[src/rtl/lane_share_scheduler.sv]
// lane_share_scheduler
//   Round-robin scheduler sharing one processing unit among N_LANES requester
//   lanes. Each operation goes arbitrate (IDLE) -> ISSUE -> WAIT -> DELIVER.
//   Only one operation is outstanding at a time. A watchdog aborts a WAIT that
//   never sees unit_done.
//
// Ports
//   clk, rst_n    : clock (rising edge), asynchronous active-low reset
//   req_valid     : per-lane request pending, held until that lane's req_ready
//   req_ready     : one-hot acceptance pulse; lane data is consumed this cycle
//   mux_sel       : input mux select (lane routed into the unit)
//   unit_valid    : operand valid towards the shared unit
//   unit_ready    : unit accepts operand when unit_valid & unit_ready
//   unit_done     : one-cycle result pulse from the unit
//   demux_sel     : output demux select (lane receiving the result)
//   resp_valid    : one-hot one-cycle result strobe to the granted lane
//   busy          : high whenever the FSM is not in IDLE
//   err_timeout   : sticky, watchdog abort seen
//   err_spurious  : sticky, unit_done seen outside WAIT
//   dbg_state     : current FSM state encoding (observation only)
//
// Handshake: an operand transfer happens in exactly the cycle where
// unit_valid & unit_ready are both high; req_ready[grant] is raised in that
// same cycle and nowhere else. resp_valid is a strobe with no back-pressure.
module lane_share_scheduler #(
  parameter int N_LANES = 8,
  parameter int TIMEOUT = 256,
  localparam int SEL_W = $clog2(N_LANES),
  localparam int CNT_W = $clog2(TIMEOUT + 1)
) (
  input  logic               clk,
  input  logic               rst_n,
  input  logic [N_LANES-1:0] req_valid,
  output logic [N_LANES-1:0] req_ready,
  output logic [SEL_W-1:0]   mux_sel,
  output logic               unit_valid,
  input  logic               unit_ready,
  input  logic               unit_done,
  output logic [SEL_W-1:0]   demux_sel,
  output logic [N_LANES-1:0] resp_valid,
  output logic               busy,
  output logic               err_timeout,
  output logic               err_spurious,
  output logic [1:0]         dbg_state
);

  typedef enum logic [1:0] {
    ST_IDLE    = 2'd0,
    ST_ISSUE   = 2'd1,
    ST_WAIT    = 2'd2,
    ST_DELIVER = 2'd3
  } state_e;

  state_e           state_q, state_d;
  logic [SEL_W-1:0] grant_q, grant_d;
  logic [SEL_W-1:0] last_q, last_d;
  logic [SEL_W-1:0] mux_sel_q, mux_sel_d;
  logic [SEL_W-1:0] demux_sel_q, demux_sel_d;
  logic [CNT_W-1:0] wd_q, wd_d;
  logic             err_to_q, err_to_d;
  logic             err_sp_q, err_sp_d;

  logic             arb_found;
  logic [SEL_W-1:0] arb_lane;

  // Round-robin search starting just after the last served lane. Offset
  // N_LANES wraps to zero, so the last served lane is checked last.
  always_comb begin
    logic [SEL_W-1:0] cand;
    arb_found = 1'b0;
    arb_lane  = last_q;
    cand      = last_q;
    for (int i = 1; i <= N_LANES; i++) begin
      cand = last_q + SEL_W'(i);
      if (!arb_found && req_valid[cand]) begin
        arb_found = 1'b1;
        arb_lane  = cand;
      end
    end
  end

  always_comb begin
    state_d     = state_q;
    grant_d     = grant_q;
    last_d      = last_q;
    mux_sel_d   = mux_sel_q;
    demux_sel_d = demux_sel_q;
    wd_d        = wd_q;
    err_to_d    = err_to_q;
    err_sp_d    = err_sp_q;
    req_ready   = '0;
    resp_valid  = '0;
    unit_valid  = 1'b0;

    // A result pulse is only meaningful while an operation is outstanding.
    if (unit_done && (state_q != ST_WAIT)) begin
      err_sp_d = 1'b1;
    end

    case (state_q)
      ST_IDLE: begin
        if (arb_found) begin
          grant_d   = arb_lane;
          mux_sel_d = arb_lane;
          state_d   = ST_ISSUE;
        end
      end
      ST_ISSUE: begin
        unit_valid = 1'b1;
        if (unit_ready) begin
          req_ready[grant_q] = 1'b1;
          last_d             = grant_q;
          wd_d               = '0;
          state_d            = ST_WAIT;
        end else if (!req_valid[grant_q]) begin
          // Requester withdrew before acceptance: drop the slot quietly and
          // leave the round-robin pointer where it was.
          state_d = ST_IDLE;
        end
      end
      ST_WAIT: begin
        wd_d = wd_q + CNT_W'(1);
        if (unit_done) begin
          demux_sel_d = grant_q;
          state_d     = ST_DELIVER;
        end else if (wd_q == CNT_W'(TIMEOUT - 1)) begin
          err_to_d = 1'b1;
          state_d  = ST_IDLE;
        end
      end
      ST_DELIVER: begin
        resp_valid[grant_q] = 1'b1;
        state_d             = ST_IDLE;
      end
      default: begin
        state_d = ST_IDLE;
      end
    endcase
  end

  always_ff @(posedge clk or negedge rst_n) begin
    if (!rst_n) begin
      state_q     <= ST_IDLE;
      grant_q     <= '0;
      last_q      <= SEL_W'(N_LANES - 1);
      mux_sel_q   <= '0;
      demux_sel_q <= '0;
      wd_q        <= '0;
      err_to_q    <= 1'b0;
      err_sp_q    <= 1'b0;
    end else begin
      state_q     <= state_d;
      grant_q     <= grant_d;
      last_q      <= last_d;
      mux_sel_q   <= mux_sel_d;
      demux_sel_q <= demux_sel_d;
      wd_q        <= wd_d;
      err_to_q    <= err_to_d;
      err_sp_q    <= err_sp_d;
    end
  end

  assign mux_sel      = mux_sel_q;
  assign demux_sel    = demux_sel_q;
  assign busy         = (state_q != ST_IDLE);
  assign err_timeout  = err_to_q;
  assign err_spurious = err_sp_q;
  assign dbg_state    = state_q;

endmodule

[config.mk]
export PLATFORM = sky130hd
export DESIGN_NAME = lane_share_scheduler
export DESIGN_NICKNAME = d
export VERILOG_FILES = /design/src/rtl/lane_share_scheduler.sv
export SDC_FILE = /design/constraint.sdc
export NUM_CORES = 1
export LEC_CHECK = 0
export BUFFER_PORTS_ARGS = -buffer_cell sky130_fd_sc_hd__buf_2
export CORE_MARGIN = 5
export CORE_UTILIZATION = 59
export DETAILED_ROUTE_END_ITERATION = 8
export GPL_TIMING_DRIVEN = 0
export PLACE_DENSITY = 0.85
export SYNTH_ARGS = -nofsm -noshare
export SYNTH_HDL_FRONTEND = slang
export SYNTH_SLANG_ARGS = --single-unit
[constraint.sdc]
create_clock -name clk -period 6.35 [get_ports clk]
set_clock_uncertainty 0.15 [all_clocks]
set_input_delay 0.3175 -clock clk [delete_from_list [all_inputs] [get_ports clk]]
set_output_delay 0.3175 -clock clk [all_outputs]
set_load 0.005 [all_outputs]
; ---- Word-level counts from Yosys, hierarchy flattened
; Index checks and enable logic that the tools add are counted.
[totals]
ff_bits = 22
word_cells = 108
input_bits = 12
[op_classes]
eq_ne = 9
n_addsub = 8
bitwise = 1
n_lt_le_gt_ge = 10
n_reduce_logical = 25
n_mux = 48
[ops]
columns = cell, n
row1 = 3-bit by 4-bit < comparator with 1-bit output (second input constant), 9
row2 = 1-bit binary-select mux with 3-bit select, 9
row3 = 3-bit 2-to-1 mux, 8
row4 = 8-bit 2-to-1 mux, 3
row5 = 1-bit 2-to-1 mux, 19
row6 = 9-bit one-hot mux with 2 select lines, 1
row7 = 3-bit adder (second input constant), 4
row8 = 2-bit 2-to-1 mux, 5
row9 = 9-bit by 1-bit adder with 9-bit output (second input constant), 1
row10 = 9-bit by 8-bit == test with 1-bit output (second input constant), 1
row11 = 1-bit logical AND, 9
row12 = 9-bit 2-to-1 mux, 1
row13 = 2-bit one-hot mux with 4 select lines, 1
row14 = 2-bit AND reduction, 4
row15 = 1-bit zero test, 7
row16 = 3-bit by 2-bit adder with 3-bit output (second input constant), 2
row17 = 2-bit inequality test (second input constant), 3
row18 = 3-bit inequality test (second input constant), 2
row19 = 3-bit AND reduction, 2
row20 = 2-bit == test (second input constant), 2
row21 = 2-bit nonzero test, 2
row22 = 3-bit by 1-bit adder with 3-bit output (second input constant), 1
row23 = 1-bit demux with 3-bit select, 1
row24 = 3-bit by 1-bit >= comparator with 1-bit output (second input constant), 1
row25 = other kinds (3), 3

; ---- Longest topological paths before layout
[depth]
depth_word = 27
depth_mapped = 10

; ---- Least setup slack after synthesis
; Ideal clock, no wire load.
[synth_timing]
kind = reg2reg
startpoint = reg last_q[1]
endpoint = reg mux_sel_q[0] (netlist: mux_sel[0])
path_slack_ns = 2.987
required_ns = 6.072
t_arrival_ns = 3.085
path_stages_with_launch = 11
path_buffers = 2
period_less_slack_ns = 3.363
cell_sequence = dfstp_2 -> buf_2 -> inv_1 -> ha_1 -> buf_1 -> mux4_1 -> mux2_4 -> nor4_4 -> a211oi_1 -> xnor2_1 -> mux2_1
[synth_between]
elab_chain_len = 26
[synth_rtl]
columns = element, line
row1 = start: declaration, 56  ; logic [SEL_W-1:0] last_q, last_d;
row2 = start signal: assignment, 145  ; last_q <= SEL_W'(N_LANES - 1);
row3 = start signal: assignment, 154  ; last_q <= last_d;
row4 = 3-bit by 1-bit adder with 3-bit output, 74  ; cand = last_q + SEL_W'(i);
row5 = 1-bit binary-select mux with 3-bit select, 75  ; if (!arb_found && req_valid[cand]) begin
row6 = 1-bit 2-to-1 mux (not written as such), 75
row7 = 1-bit 2-to-1 mux, 75
row8 = 1-bit zero test, 75
row9 = 1-bit logical AND, 75
row10 = 1-bit 2-to-1 mux, 75
row11 = 1-bit zero test, 75
row12 = [... 10 more ...], n/a
row13 = 1-bit 2-to-1 mux, 75
row14 = 1-bit zero test, 75
row15 = 1-bit logical AND, 75
row16 = 1-bit 2-to-1 mux, 75
row17 = 1-bit zero test, 75
row18 = 1-bit logical AND, 75
row19 = 1-bit 2-to-1 mux, 75
row20 = 2-bit AND reduction (no line), n/a
row21 = end signal: assignment, 155  ; mux_sel_q <= mux_sel_d;
row22 = end: declaration, 57  ; logic [SEL_W-1:0] mux_sel_q, mux_sel_d;
; Several ways; a longest one is shown, not always the timed one. The select of a mux whose other input is x is not followed.
; A chain may end at the register's enable or synchronous reset.

; ---- Worst setup path in the final report
; Ends and elaborated chain as after synthesis.

==> results.txt <==
TritonCTS built the clock tree. In this run the worst path has a maximum fanout of 10. The startpoint of the tightest hold check path is unit_ready. A synthesized cell averages 9.55 µm². The maximum number of buffers from clock root to sink is 2. The number of flops mapped to enable cells by yosys came out at 0. The endpoint class of the critical path is a flip-flop.

Measured along the y axis, the die boundary spans 66.2 µm. The fraction of met3 tracks used by global routing came out at 0.0221. The CTS buffer count is 3. For this design, the slowest cell found on the critical path is sky130_fd_sc_hd__dfstp_2. The worst-case setup margin in the final layout is 2.43 ns. The library cell used most frequently in the layout, excluding fill and tap cells, is sky130_fd_sc_hd__buf_2. The final instance count without filler cells is 283.

The depth of the most critical reg-to-reg path is 10. The share of flip-flops with an asynchronous set or reset came out at 1.00. For the pin with the worst max-slew slack, the measured transition is 0.574 ns.

The total count of max-transition violations in the final report is 0. Once detail routing completed, the nets flagged for antenna violations numbered 0. The die covers 4380 µm². The setup check on the worst reg-to-reg path leaves a slack of 2.43 ns.

The number of synthesized register bits is 22. The number of iterations in the first detailed-routing pass is 4. The type of the tightest min-delay check is input pin to flip-flop. At the end of the flow, the number of nets in the layout was 256. The number of cells on the worst hold path is 2.

The last weighted congestion value of the routability-driven placer is 0.864. The post-place instance area is 2110 µm². The library cells used most frequently in the layout, excluding fill and tap cells, are sky130_fd_sc_hd__buf_2, sky130_fd_sc_hd__nand2_1, sky130_fd_sc_hd__dfrtp_1. The area of the core is 3030 µm².

The met2 track utilization from global routing is 0.414. The path with the worst hold slack has its endpoint at dbg_state[0]. Of the cells placed in the final design, the portion with a size suffix greater than 1 is 0.297. The minimum clock period after layout is 3.92 ns. From synthesis to final layout, the design area changed by 16.8%.

The number of remaining DRC errors is 0. The antenna diode count is 0. The category of the critical setup timing path is flip-flop to flip-flop. The aggregate routed wire length came out at 4.57 mm. After global routing, the most crowded layer is met2. The headroom to the max-slew limit came out at 0.614.

In the global route stage, met1 resource usage came out at 0.296. The first global-routing pass estimated 7.78 mm of wire. The pin count of the biggest net entering global routing came out at 23.

The global router's overall resource usage is 0.227. The routed layout has 1727 vias. The biggest area contributor in the post-synthesis netlist is sky130_fd_sc_hd__dfrtp_1. The count of cells resized by post-cts repair came out at 0. Among all flip-flop cells after synthesis, the most frequent one is sky130_fd_sc_hd__dfrtp_1. After global routing the overflow that remains totals 0. The floorplan has 20 rows. The reg-to-reg endpoint is mux_sel[0].

The cell sitting at the root of the clock tree is a sky130_fd_sc_hd__clkbuf_4. The final design instance area without fill came out at 2170 µm². The detailed router finished its first iteration with 133 violations. The maximum ir drop on the vdd rail came out at 0.347 mV. In this run the count of I/O pins placed on the die edge is 40. Setup total negative slack on the finished layout was measured at 0 ns.

After detailed routing, the average wire length per cell comes to 16.1 µm. The proportion of synthesized chip area in sequential cells is 0.298. The H-tree level count came out at 1. The routed via count divided by cell count came out at 6.10.

The static power due to leakage came out at 0.000962 µW. Summed over all nets, the half-perimeter wirelength after detailed placement is 3.47 mm. The required time of the worst setup path came out at 6.39 ns. The initial antenna violation count came to 0. Clock tree synthesis found a total of 22 sinks. The count of unique library cells instantiated by Yosys is 48.

Ranked by total cell area, the synthesized netlist is headed by sky130_fd_sc_hd__dfrtp_1, sky130_fd_sc_hd__mux4_2, sky130_fd_sc_hd__mux2_2. The number of global-route vias before repair is 1717. The ratio of total power to cell area is 552 nW/µm². At the worst endpoint, the arrival time is 3.96 ns. The count of fill cells added during filler insertion is 230. The number of maximum-capacitance constraint violations came out at 0.

Counting tap cells, the placed design contains a total of 278 instances. The startpoint of the worst-slack reg-to-reg timing path is last_q[1]. Setup violations remaining at the end of the flow were counted as 0. The worst setup path is launched from a flip-flop. The number of hold-slack violations in the final timing report came out at 0.

At the placement stage, the worst setup path has a slack of 2.48 ns. The width of the die came out at 66.2 µm. Walking the worst path, the cells encountered are buf_2, inv_1, ha_1, buf_1, mux4_1, mux2_4, nor4_4, a211oi_1, xnor2_1, mux2_1. The count of buffers added on input and output ports is 39.

The CTS clock-pin slew for the worst setup and hold paths came out at 0.11 ns. The net count of the mapped netlist is 211. The number of hold buffers added after CTS was 1. Clock latency on the worst-skew pair, taken at its later pin, is 0.31 ns. The share of the synthesized area in the top cell type came out at 0.255. The post-route fraction of the period consumed by the critical path came out at 0.617. The initial core utilization is 0.615.

The run finished with clean final reports. Setup repair after global routing left no endpoint under its margin. The number of standard cells after synthesis came out at 195. The number of buffers added for setup after CTS is 0. Yosys printed 0 warnings. The maximum clock frequency came out at 255 MHz. The netlist area before placement came out at 1860 µm². The largest stage delay on the critical path came out at 0.59 ns.
[through the flow]
step / hold WS (ns) / utilization / total power, µW
floorplan: -0.128 / - / 887
global placement: 0.152 / 0.698 / 1060
detailed placement: 0.155 / 0.698 / 1080
CTS: 0.101 / 0.718 / 1200
global route: 0.110 / 0.718 / 1300
finish: 0.116 / 0.718 / 1200
[worst max-delay path: cells and delay by family (launching register included)]
kind | cells | cell delay, ns
xor+xnor | 1 | 0.17
mux | 3 | 1.06
simple gates | 1 | 0.57
buf+inv | 3 | 0.74
fa+ha+maj | 1 | 0.31
compound gates | 1 | 0.20
flops | 1 | 0.59
[cell usage after synthesis (all sizes together), types with 2 or more instances]
cell type  instances
a211oi             2
a21o               2
a21oi              6
a221oi             2
a31oi              3
a41o               2
and3               2
buf                4
clkbuf             4
dfrtp             19
dfstp              3
ha                 4
inv                8
mux2              11
mux2i              4
mux4              12
nand2             24
nand2b             3
nand3              7
nand4              2
nand4bb            2
nor2              11
nor2b              7
nor3               7
nor4               3
o211a              2
o211ai             5
o21ai             17
o31ai              2
or2                3
xnor2              3
[state kept, by name (all words and copies together) (netlist names)]
register / flops
err_spurious: 1
last_q: 3
mux_sel: 3
wd_q: 9
demux_sel: 3
dbg_state: 2
err_timeout: 1
[report_power, final]
group          internal, µW  switching, µW  leakage [µW]
Clock                  63.8           41.7     0.0000279
Combinational           380            468      0.000661
Sequential              194           55.0      0.000273
[logic make-up after synthesis]
kind of cell | count (synthesis) | share of synthesized area
AOI/OAI and AO/OA | 47 | 0.165
xor gates and xnor gates | 4 | 0.0188
DFF | 22 | 0.298
adders and majority gates | 4 | 0.0269
muxes | 27 | 0.243
buffers and inverters | 16 | 0.0376
and+or+nand+nor | 75 | 0.210
[worst max-delay path by stage]
stage	startpoint	endpoint	slack, ns
6_report	last_q[1]	mux_sel[0]	2.43
5_1_grt	last_q[1]	mux_sel[0]	2.23
2_1_floorplan	last_q[1]	mux_sel[0]	2.99
3_3_place_gp	last_q[1]	mux_sel[0]	2.52
3_5_place_dp	last_q[1]	mux_sel[0]	2.48
4_1_cts	last_q[1]	mux_sel[0]	2.45
[layout make-up]
class	count	area [µm²]	area share
Clock inverter	1	30.0	0.0138
Tap cell	44	55.1	0.0253
Clock buffer	3	22.5	0.0104
Inverter	8	30.0	0.0138
Sequential cell	22	554	0.255
Buffer	8	40.0	0.0184
Multi-Input combinational cell	157	1240	0.569
Timing Repair Buffer	40	205	0.0944
[routing by layer]
metal / up-vias / part of all wire
li1: 827 / -
met1: 864 / 0.46
met2: 32 / 0.51
met3: 4 / 0.024
met4: 0 / 0.0063
met5: - / 0
Note: power is estimated with default switching activity, not from simulation.
